`config.mk`:
```
export PLATFORM = sky130hd
export DESIGN_NAME = crc_stream
export DESIGN_NICKNAME = d
export VERILOG_FILES = /design/src/rtl/crc_pkg.sv /design/src/rtl/crc_step.sv /design/src/rtl/crc_stream.sv
export SDC_FILE = /design/constraint.sdc
export NUM_CORES = 1
export LEC_CHECK = 0
export ABC_AREA = 1
export CAP_MARGIN = 15
export CORE_ASPECT_RATIO = 0.7
export CORE_MARGIN = 10
export CORE_UTILIZATION = 50
export CTS_CLUSTER_DIAMETER = 30
export DETAILED_ROUTE_END_ITERATION = 6
export PLACE_DENSITY = 0.79
export SYNTH_ARGS = -nofsm -noshare
export SYNTH_HDL_FRONTEND = slang
export SYNTH_SLANG_ARGS = --single-unit
```
`constraint.sdc`:
```
create_clock -name clk -period 1.55 [get_ports clk]
set_input_delay 0.155 -clock clk [delete_from_list [all_inputs] [get_ports clk]]
set_output_delay 0.155 -clock clk [all_outputs]
set_load 0.01 [all_outputs]
```
`src/rtl/crc_pkg.sv`:
```
// Shared types, presets and helpers for the streaming CRC engine.
package crc_pkg;

    typedef enum logic [1:0] {
        IDLE,
        CALC,
        RESP
    } crc_state_t;

    // CRC-8 (plain, non-reflected)
    localparam int         CRC8_PW     = 8;
    localparam logic [7:0] CRC8_POLY   = 8'h07;
    localparam logic [7:0] CRC8_INIT   = 8'h00;
    localparam bit         CRC8_REFIN  = 1'b0;
    localparam bit         CRC8_REFOUT = 1'b0;
    localparam logic [7:0] CRC8_XOROUT = 8'h00;

    // CRC-16/CCITT-FALSE
    localparam int          CRC16_PW     = 16;
    localparam logic [15:0] CRC16_POLY   = 16'h1021;
    localparam logic [15:0] CRC16_INIT   = 16'hFFFF;
    localparam bit          CRC16_REFIN  = 1'b0;
    localparam bit          CRC16_REFOUT = 1'b0;
    localparam logic [15:0] CRC16_XOROUT = 16'h0000;

    // CRC-32 (Ethernet / zip)
    localparam int          CRC32_PW     = 32;
    localparam logic [31:0] CRC32_POLY   = 32'h04C11DB7;
    localparam logic [31:0] CRC32_INIT   = 32'hFFFFFFFF;
    localparam bit          CRC32_REFIN  = 1'b1;
    localparam bit          CRC32_REFOUT = 1'b1;
    localparam logic [31:0] CRC32_XOROUT = 32'hFFFFFFFF;

    // Reverses the low 'width' bits of value; bits above width come back as zero.
    function automatic logic [63:0] reflect(input logic [63:0] value, input int width);
        logic [63:0] result;
        result = '0;
        for (int i = 0; i < 64; i++) begin
            if (i < width) begin
                result[6'(i)] = value[6'(width - 1 - i)];
            end
        end
        return result;
    endfunction

endpackage

```
`src/rtl/crc_step.sv`:
```
// Combinational CRC advance by BPC message bits, most significant bit first.
module crc_step #(
    parameter int            PW   = 8,
    parameter logic [PW-1:0] POLY = PW'('h07),
    parameter int            BPC  = 1
) (
    input  logic [PW-1:0]  i_crc,
    input  logic [BPC-1:0] i_bits,
    output logic [PW-1:0]  o_crc
);

    logic [PW-1:0] w_acc;
    logic          w_fb;

    // Unrolled serial LFSR: feed each bit from i_bits[BPC-1] down to i_bits[0].
    always_comb begin
        w_acc = i_crc;
        w_fb  = 1'b0;
        for (int k = BPC - 1; k >= 0; k--) begin
            w_fb  = w_acc[PW-1] ^ i_bits[k];
            w_acc = (w_acc << 1) ^ (w_fb ? POLY : '0);
        end
        o_crc = w_acc;
    end

endmodule

```
`src/rtl/crc_stream.sv`:
```
// Multi-beat streaming CRC sink: accepts DW-bit beats, folds BPC bits per
// cycle into a running CRC and offers the finished value on a result handshake.
module crc_stream
    import crc_pkg::*;
#(
    parameter int            DW     = 8,
    parameter int            PW     = 8,
    parameter logic [PW-1:0] POLY   = 8'h07,
    parameter logic [PW-1:0] INIT   = '0,
    parameter logic [PW-1:0] XOROUT = '0,
    parameter bit            REFIN  = 1'b0,
    parameter bit            REFOUT = 1'b0,
    parameter int            BPC    = 1
) (
    input  logic          clk,
    input  logic          rst,
    input  logic          s_valid,
    output logic          s_ready,
    input  logic [DW-1:0] s_data,
    input  logic          s_last,
    output logic          m_valid,
    input  logic          m_ready,
    output logic [PW-1:0] m_crc,
    output logic          busy
);

    localparam int STEPS = DW / BPC;
    localparam int CW    = $clog2(STEPS + 1);

    if (DW % BPC != 0) begin : g_chkDivide
        $error("crc_stream: DW must be a multiple of BPC");
    end
    if (BPC < 1 || BPC > DW) begin : g_chkBpc
        $error("crc_stream: BPC must lie in 1..DW");
    end
    if (REFIN && (DW % 8 != 0)) begin : g_chkRefin
        $error("crc_stream: REFIN needs DW to be a whole number of bytes");
    end
    if (PW < 1 || PW > 64) begin : g_chkPw
        $error("crc_stream: PW must lie in 1..64");
    end

    crc_state_t    r_state;
    logic [PW-1:0] r_crc;
    logic [DW-1:0] r_shReg;
    logic [CW-1:0] r_cnt;
    logic          r_last;
    logic          r_busy;
    logic          r_sReady;
    logic          r_mValid;
    logic [PW-1:0] r_mCrc;

    logic [DW-1:0]  w_inData;
    logic [BPC-1:0] w_stepBits;
    logic [PW-1:0]  w_crcNext;
    logic [PW-1:0]  w_crcOut;

    // Input reflection swaps bits within each byte but keeps byte order.
    if (REFIN) begin : g_refIn
        for (genvar b = 0; b < DW / 8; b++) begin : g_byte
            for (genvar k = 0; k < 8; k++) begin : g_bit
                assign w_inData[8*b + k] = s_data[8*b + 7 - k];
            end
        end
    end else begin : g_noRefIn
        assign w_inData = s_data;
    end

    assign w_stepBits = r_shReg[DW-1 -: BPC];

    crc_step #(
        .PW   (PW),
        .POLY (POLY),
        .BPC  (BPC)
    ) u_step (
        .i_crc  (r_crc),
        .i_bits (w_stepBits),
        .o_crc  (w_crcNext)
    );

    // Final presentation of the CRC finishing in this cycle: optional reversal, then XOROUT.
    always_comb begin
        w_crcOut = (REFOUT ? PW'(reflect(64'(w_crcNext), PW)) : w_crcNext) ^ XOROUT;
    end

    // Control FSM with registered handshake outputs; the running CRC survives between beats.
    always_ff @(posedge clk) begin
        if (rst) begin
            r_state  <= IDLE;
            r_crc    <= INIT;
            r_shReg  <= '0;
            r_cnt    <= '0;
            r_last   <= 1'b0;
            r_busy   <= 1'b0;
            r_sReady <= 1'b1;
            r_mValid <= 1'b0;
            r_mCrc   <= '0;
        end else begin
            case (r_state)
                IDLE: begin
                    if (s_valid && r_sReady) begin
                        r_shReg  <= w_inData;
                        r_cnt    <= CW'(STEPS);
                        r_last   <= s_last;
                        r_busy   <= 1'b1;
                        r_sReady <= 1'b0;
                        r_state  <= CALC;
                    end
                end
                CALC: begin
                    r_crc   <= w_crcNext;
                    r_shReg <= r_shReg << BPC;
                    r_cnt   <= r_cnt - CW'(1);
                    if (r_cnt == CW'(1)) begin
                        if (r_last) begin
                            r_mValid <= 1'b1;
                            r_mCrc   <= w_crcOut;
                            r_state  <= RESP;
                        end else begin
                            r_sReady <= 1'b1;
                            r_state  <= IDLE;
                        end
                    end
                end
                RESP: begin
                    if (m_ready) begin
                        r_crc    <= INIT;
                        r_busy   <= 1'b0;
                        r_mValid <= 1'b0;
                        r_sReady <= 1'b1;
                        r_state  <= IDLE;
                    end
                end
                default: begin
                    r_state <= IDLE;
                end
            endcase
        end
    end

    assign s_ready = r_sReady;
    assign m_valid = r_mValid;
    assign m_crc   = r_mCrc;
    assign busy    = r_busy;

endmodule

```
==> results.yml, run 1 <==
setup_path:
  cp_data_required_time_ns: 1.74
  cp_top_family: "flip-flops"
  end_kind: "register"
  crit_top_cell: "inv_1"
  slowest_stage: "dfxtp_1"
  r2r_slack_ns: 0.08
  startpoint_type: "register"
  arrival_ns: 1.65
  critical_path_buf_inv_count: 3
  crit_chain: "inv_1 > ha_2 > inv_1 > nand2_1 > nand2_8 > buf_4 > o211a_1"
  critPathKind: "register to register"
  cp_max_fo: 19
  cp_slowest_stage_delay_ns: 0.34
synthesis:
  synth-main-ff-cell: "dfxtp_1"
  ys_ff_latch: 34
  ys_types: 21
  yosys.area.top_type_share_pct: 43.4
  syn-cell-area_um2: 1570
  synth_top_area_cell: "dfxtp_1"
  synth.avg_cell_area_um2: 7.36
  async_flop_share_pct: 0
  yosysSeqAreaShare_pct: 43.4
  synthCells: 213
  yosys-top-cells-area: "dfxtp_1 (43%), nand2_1 (15%), a21oi_1 (6.1%)"
  yosysMostFrequentCell: "nand2_1"
  yosysWarnings: 0
  syn_nets: 233
  synth_top_cells_by_count: "nand2_1 (64), dfxtp_1 (34), inv_1 (21), nor2_1 (21), a21oi_1 (19)"
  synth_edf_count: 0
status:
  status: "completed"
timing:
  slew_viol_final: 0
  setup_violations: 0
  worst_pin_slew_ns: 0.236
  slew-limit-headroom_pct: 84.2
  fmax_mhz: 682
  finalWorstPathRequiredPeriod_ns: 1.47
  fin_skew_ns: 0.00295
  finalHoldViolCount: 0
  period_share_pct: 94.6
  setup_ws_ns: 0.0839
pwr:
  p_leak_nw: 0.922
  seqPwrFrac_pct: 36.3
  totalPowerFinal_mw: 3.25
  power_density_nw_per_um2: 1600
  pwr-share-comb_pct: 33.2
  switching_share_pct: 33.7
  netSwitchingPower_mw: 1.09
  power_frac_clock_pct: 30.5
  p_int_mw: 2.16
  ir_drop_v: 0.000828
place:
  dp.cells: 273
  dp_slack_ns: 0.00388
  dp_hpwl_um: 2510
  io_buffers: 23
  routabilityCongestion: 0.860
clocking:
  ctsHoldBuffers: 0
  path_clk_slew_ns: 0.07
  cts_tree: "done"
  clkLatencyLatePin_ns: 0.29
  cts.sinks: 34
  numCtsBuffers: 5
  clock_path_buffers: 2
  cts_max_level: 2
  ctsRootBufferMaster: "clkbuf_8"
layout:
  multiInputGateArea_um2: 792
  regArea_um2: 682
  finish.net_count: 266
  syn2layout_area_growth_pct: 29.7
  final_layout_size_suffix_gt1_share_pct: 11.7
  fin_util_pct: 70.0
  layoutNonFillerInstCount: 283
  antenna_cells: 0
  n_fill_cell: 209
global_routing:
  grt_pass1_vias: 1198
  grt_first_pass_wirelength_um: 5600
  grt_max_degree: 20
  gr-total-overflow: 0
  antenna_found_initial: 0
  grt_usage_pct: 12.1
drt:
  drtPass1Iterations: 4
  drcViolationCount: 0
  wl_um: 3520
  dr_total_vias: 1402
  antenna_left: 0
  drt_iter0_drc: 87
  wl_per_cell_um: 12.4
  viasPerCell: 4.95
hold_path:
  min_path_type: "input pin to register"
die:
  core_area_um2: 2900
  rows: 16
  io-pin-count: 24
  dieHeight_um: 66.9
  start_util_pct: 54.0
  dieWidth_um: 86.9
  die_area_um2: 5810
run:
  max_cap_violations: 0
-- routing by layer --
metal	track usage [%]	wire (um)	vias up
met1	16.8	1910	616
met5	0	0	-
met2	15.6	1370	29
met3	4.50	189	5
li1	-	-	752
met4	6.45	55	0
-- final timing paths --
path,from,end,cells past startpoint
worst max-delay path,r_state[1],r_shReg[3],7
worst min register to register,m_crc[0],m_crc[0],2
worst min-delay path,s_last,r_last,3
worst max register to register,r_state[1],r_shReg[3],7
-- placed cells by master (no fill, tap or decap) --
cell              n
nor2_2            1
nand2_8           1
clkinv_4          1
ha_1              5
dfxtp_1          33
o211a_1           6
clkdlybuf4s50_1  23
nand4_1           1
bufinv_16         2
xor2_1            1
nor2_4            1
nor2_1           20
nor3_1            1
nand3_1          16
nand2_1          63
ha_2              2
dfxtp_2           1
buf_4             9
o21ai_0           9
a21oi_1          19
nand3b_1          2
nand3_2           1
inv_2             2
nand2_2           2
inv_1            19
clkbuf_8          5
a211oi_2          1
-- tightest hold or removal path, cell delays in order --
cell and delay (ns):
clkdlybuf4s50_1 0.40, nand2_1 0.07, a21oi_1 0.05
-- sequential cells by signal (all words and copies together) (netlist names) --
name	cells
m_valid	1
busy	1
r_state	2
r_shReg	8
r_cnt	4
s_ready	1
r_last	1
m_crc	8
r_crc	8
-- power groups by stage --
stage	Sequential, mW	Clock [mW]	Combinational [mW]
3_5_place_dp	1.19	0	1.00
6_report	1.18	0.992	1.08
2_1_floorplan	1.18	0	0.710
4_1_cts	1.18	0.998	1.00
3_3_place_gp	1.19	0	0.983
5_1_grt	1.20	1.03	1.21
-- cell type report --
cell class	count	area share, %
sequential	34	33.5
tap	36	2.22
clock buffer	5	3.38
clock inverter	3	3.38
timing repair buffer	32	14.6
multi-input combinational	152	39.0
inverter	21	3.88
-- kinds of logic (layout without fill, tap and decap cells) --
kind of cell | Yosys count | in the layout | share of synthesized area, %
buf+inv | 27 | 61 | 7.26
xor+xnor | 1 | 1 | 0.559
compound gates | 35 | 35 | 13.6
simple gates | 109 | 109 | 29.6
flops | 34 | 34 | 43.4
fa+ha+maj | 7 | 7 | 5.59
-- stage by stage --
step                      setup TNS [ns]  hold WS (ns)  area, um2
after floorplan                        0         0.298       1570
after global placement                 0         0.458       1860
after detailed placement               0         0.461       1860
after CTS                              0         0.431       2000
after global routing            -0.00682         0.449       2030
final                                  0         0.435       2030
-- what timing repair did --
item | 4_1_cts | 5_1_grt
gates resized for setup | 0 | 8
buffers inserted | 0 | 2
setup endpoints to repair | 0 | 21
Power figures use the tool's default switching activity.
==> inputs of run 2 (changes only) <==
- HOLD_SLACK_MARGIN: unset -> 0.12
- SKIP_LAST_GASP: unset -> 1
==> run 2 against run 1 <==
Compared with the run above: critical path depth is the same; fmax is essentially flat; sequential cell count unchanged.
==> results.yml, run 2 (synthesis gave the netlist of run 1 again) <==
status:
  status: "completed"
die:
  dieHeight_um: 66.9
  core_area_um2: 2900
  die_area_um2: 5810
  io-pin-count: 24
  dieWidth_um: 86.9
  start_util_pct: 54.0
  rows: 16
layout:
  fin_util_pct: 70.0
  finish.net_count: 266
  final_cell_mix: "nand2_1 (63), dfxtp_1 (33), clkdlybuf4s50_1 (23), nor2_1 (21), inv_1 (20)"
  n_fill_cell: 210
  syn2layout_area_growth_pct: 29.5
  final_common_cell: "nand2_1"
  layoutNonFillerInstCount: 283
  final_area_um2: 2030
  final_layout_size_suffix_gt1_share_pct: 10.9
  antenna_cells: 0
clocking:
  numCtsBuffers: 5
  ctsHoldBuffers: 0
  path_clk_slew_ns: 0.07
  clock_path_buffers: 2
  cts.sinks: 34
  clkLatencyLatePin_ns: 0.29
  ctsRootBufferMaster: "clkbuf_8"
  cts_max_level: 2
  cts_tree: "done"
drt:
  drcViolationCount: 0
  viasPerCell: 4.98
  dr_total_vias: 1410
  antenna_left: 0
  wl_um: 3520
  drtPass1Iterations: 4
  wl_per_cell_um: 12.4
  drt_iter0_drc: 86
pwr:
  power_density_nw_per_um2: 1600
  p_leak_nw: 0.923
  ir_drop_v: 0.000826
  totalPowerFinal_mw: 3.24
setup_path:
  end_kind: "register"
  arrival_ns: 1.66
  startpoint_type: "register"
  cp_max_fo: 19
  critPathKind: "register to register"
  cp_data_required_time_ns: 1.74
global_routing:
  grt_pass1_vias: 1198
  antenna_found_initial: 0
  grt_usage_pct: 12.1
  grt_first_pass_wirelength_um: 5600
  gr-total-overflow: 0
  grt_max_degree: 20
run:
  max_cap_violations: 0
place:
  dp_hpwl_um: 2510
  io_buffers: 23
  dp.cells: 273
  place_area_um2: 1860
  routabilityCongestion: 0.860
timing:
  holdWs_ns: 0.438
  slew-limit-headroom_pct: 84.0
  grt_setup_unrepaired: "yes"
  worst_pin_slew_ns: 0.240
  slew_viol_final: 0
  fmax_mhz: 682
  setup_violations: 0
  finalHoldViolCount: 0
  period_share_pct: 94.6
  fin_skew_ns: 0.00277
  finalWorstPathRequiredPeriod_ns: 1.47
hold_path:
  min_path_type: "input pin to register"
run 2: cell counts in the layout (fill, tap and decap cells not counted):
Identical to the previous run, type by type.
run 2: power breakdown:
group	internal (mW)	total [mW]	switching, mW
logic	0.454	1.07	0.615
registers	1.06	1.18	0.126
clock network	0.644	0.991	0.347
total	2.15	3.24	1.09
run 2: final timing paths:
check        slack, ns          to  startpoint  cells past startpoint
max               0.08  r_shReg[3]  r_state[1]                      7
min               0.44      r_last      s_last                      3
max reg2reg       0.08  r_shReg[3]  r_state[1]                      7
min reg2reg       0.47    m_crc[0]    m_crc[0]                      2
run 2: metal layers:
metal  vias to the layer above  share of wire (%)  routed length (um)  GRT usage, %
met2                        33                 39                1380          15.6
met4                         0                1.6                  55          6.45
met1                       621                 54                1890          16.8
met3                         5                5.6                 198          4.50
met5                         -                  0                   0             0
li1                        751                  -                   -             -
run 2: area by class of cell:
class	count	area (um2)	area share (%)
multi-input combinational	152	790	38.9
inverter	21	78.8	3.88
sequential	34	682	33.6
tap	36	45.0	2.22
timing repair buffer	32	298	14.7
clock buffer	5	68.8	3.39
clock inverter	3	68.8	3.39
run 2: critical path, stage by stage, from the launching register on:
cell	delay [ns]
dfxtp_1	0.34
inv_1	0.12
ha_2	0.24
inv_1	0.05
nand2_1	0.15
nand2_8	0.12
buf_4	0.15
o211a_1	0.19
run 2: metrics by stage:
step                      setup TNS (ns)  setup slack (ns)
after global routing             -0.0726           -0.0346
after floorplan                        0             0.220
final                                  0            0.0834
after global placement                 0            0.0764
after detailed placement               0           0.00388
after CTS                              0           0.00762
run 2: repair_timing:
item	CTS	global route
buffers inserted	0	2
resized for setup	0	6
endpoints found under the setup margin	0	21
==> inputs of run 3 (changes only) <==
- ABC_AREA: 1 -> unset
- CORE_UTILIZATION: 50 -> 52
- PLACE_DENSITY: 0.79 -> 0.81
==> run 3 against run 2 <==
Compared with the run above: the flow now finishes with violations (negative setup slack); first-iteration DRC count grew 71%; clock skew grew 0.011 ns; worst hold slack gained 0.036 ns; cell area grew 13%; sequential share of layout area shrank 3.7 points; final cell count shrank 6.4%; via count grew 6.5%; clock power shrank 31%; fmax shrank 25%; largest cell class unchanged; largest power group is now combinational cells.
==> results.yml, run 3 <==
status:
  status: "finished, violations left"
  violations: "negative setup slack"
global_routing:
  gr-total-overflow: 0
  grt_usage_pct: 15.1
  grt_max_degree: 27
  grt_pass1_vias: 1510
  antenna_found_initial: 0
  grt_first_pass_wirelength_um: 7000
die:
  core_area_um2: 2840
  dieWidth_um: 85.5
  rows: 16
  start_util_pct: 54.9
  dieHeight_um: 65.8
  die_area_um2: 5630
  io-pin-count: 24
clocking:
  ctsRootBufferMaster: "clkbuf_8"
  cts.sinks: 34
  cts_tree: "done"
  numCtsBuffers: 5
  clock_path_buffers: 2
  cts_max_level: 2
  ctsHoldBuffers: 0
  clkLatencyLatePin_ns: 0.30
  path_clk_slew_ns: 0.08
drt:
  drtPass1Iterations: 4
  antenna_left: 0
  wl_um: 4420
  dr_total_vias: 1501
  drt-met1-wl_um: 2010
  viasPerCell: 5.66
  wl_met3_um: 308
  drt_iter0_drc: 147
  drcViolationCount: 0
  top_layer: "met4"
  met2_length_um: 1990
  wl_per_cell_um: 16.7
timing:
  fin_skew_ns: 0.0136
  worst_pin_slew_ns: 0.465
  setup_ws_ns: -0.411
  slew_viol_final: 0
  period_share_pct: 127
  setup_violations: 12
  slew-limit-headroom_pct: 68.8
  fmax_mhz: 510
  grt_setup_unrepaired: "yes"
  finalWorstPathRequiredPeriod_ns: 1.96
  finalHoldViolCount: 0
run:
  max_cap_violations: 0
synthesis:
  syn-cell-area_um2: 1560
  yosys.area.top_type_share_pct: 43.6
  synth_top_cells_by_count: "dfxtp_1 (34), nor2_1 (26), mux2i_1 (17)"
  synth-main-ff-cell: "dfxtp_1"
  yosysMostFrequentCell: "dfxtp_1"
  synth.avg_cell_area_um2: 9.07
  yosysSeqAreaShare_pct: 43.6
  syn_nets: 192
  ys_ff_latch: 34
  synthCells: 172
  synth_top_area_cell: "dfxtp_1"
  yosysWarnings: 0
  ys_types: 35
  yosys-top-cells-area: "dfxtp_1 (44%), mux2i_1 (11%), nor2_1 (6.3%)"
  synth_edf_count: 0
  async_flop_share_pct: 0
place:
  dp_hpwl_um: 2910
  routabilityCongestion: 0.851
  place_area_um2: 2060
  io_buffers: 23
  dp_slack_ns: -0.294
setup_path:
  critical_path_buf_inv_count: 1
  cp_top_family: "compound AO/OA/AOI/OAI gates"
  crit_chain: "inv_2 > ha_4 > or3b_4 > a222oi_1 > a21boi_1 > a311o_1"
  startpoint_type: "register"
  slowest_stage: "a222oi_1"
  arrival_ns: 2.14
  cp_slowest_stage_delay_ns: 0.42
  end_kind: "register"
  cp_data_required_time_ns: 1.73
  critPathKind: "register to register"
  cp_max_fo: 2
layout:
  final_common_cell: "dfxtp_1"
  antenna_cells: 0
  fin_util_pct: 80.7
  final_layout_size_suffix_gt1_share_pct: 27.9
  finish.net_count: 248
  final_area_um2: 2290
  syn2layout_area_growth_pct: 47.1
  n_fill_cell: 158
  final_cell_mix: "dfxtp_1 (30), buf_4 (29), nor2_1 (26), clkdlybuf4s50_1 (23), mux2i_1 (16)"
pwr:
  power_density_nw_per_um2: 1680
  ir_drop_v: 0.000968
  p_leak_nw: 0.883
hold_path:
  min_path_type: "register to register"
run 3: cell count changes in the layout (fill, tap and decap cells not counted), sizes merged, moves of 4 or more:
cell,previous run,this run
nand2,66,11
a211oi,1,11
o211a,6,0
buf,9,35
o21ai,9,3
a21oi,19,12
inv,21,8
xnor2,0,4
nor2,22,27
mux2i,0,17
nand3,17,1
run 3: logic make-up (layout without fill, tap and decap cells):
logic type	after synthesis	count (layout)	synth area share, %
multiplexers	17	17	10.9
adder cells (fa/ha/maj)	7	7	5.61
flip-flops	34	34	43.6
AO/OA/AOI/OAI	40	40	17.5
AND/OR/NAND/NOR	53	53	15.9
XOR/XNOR	4	4	2.25
buffers and inverters	17	74	4.25
run 3: metrics by stage:
| stage | cells | setup TNS [ns] | hold slack, ns | total power [mW] |
|---|---|---|---|---|
| 2_1_floorplan | 172 | -1.10 | 0.299 | 2.17 |
| 3_3_place_gp | 251 | -0.843 | 0.456 | 2.74 |
| 3_5_place_dp | 251 | -2.18 | 0.468 | 2.83 |
| 4_1_cts | 261 | -2.06 | 0.477 | 3.60 |
| 5_1_grt | 265 | -3.83 | 0.511 | 4.04 |
| 6_report | 265 | -2.88 | 0.474 | 3.85 |
run 3: where the power goes:
| part | leakage, nW | switching, mW | total (mW) | internal [mW] |
|---|---|---|---|---|
| combinational | 0.556 | 0.959 | 1.97 | 1.01 |
| sequential | 0.279 | 0.133 | 1.20 | 1.06 |
| clock | 0.0482 | 0.324 | 0.682 | 0.358 |
| total | 0.883 | 1.42 | 3.85 | 2.43 |
run 3: final cells by class:
class | instances | area [um2] | share of cell area, %
Clock inverter | 1 | 5.00 | 0.218
Timing Repair Buffer | 58 | 537 | 23.4
Inverter | 8 | 30.0 | 1.31
Multi-Input combinational cell | 121 | 906 | 39.5
Clock buffer | 7 | 86.3 | 3.76
Sequential cell | 34 | 686 | 29.9
Tap cell | 36 | 45.0 | 1.96
run 3: repair_timing:
action                                 4_1_cts  5_1_grt
setup endpoints to repair                   25       32
buffers inserted                             2        5
gates resized for setup                     11       14
pin swaps                                    5        9
endpoints found under the hold margin        0        0
run 3: path summary, 6_finish.rpt:
path         startpoint  endpoint  slack [ns]  cells after the start
max            r_cnt[1]   s_ready       -0.41                      6
max reg2reg    r_cnt[1]   s_ready       -0.41                      6
min            r_crc[6]  r_crc[6]        0.47                      2
min reg2reg    r_crc[6]  r_crc[6]        0.47                      2
run 3: routing by layer:
layer	track usage, %	up-vias
met5	0	-
met4	7.38	0
met3	5.05	14
met2	24.5	46
met1	17.4	717
li1	-	724
run 3: worst reg2reg max path: cells and delay by family (launching register included):
family | cells | cell delay, ns
AOI/OAI and AO/OA | 3 | 0.95
buffers and inverters | 1 | 0.08
DFF | 1 | 0.32
adders and majority gates | 1 | 0.12
and+or+nand+nor | 1 | 0.38
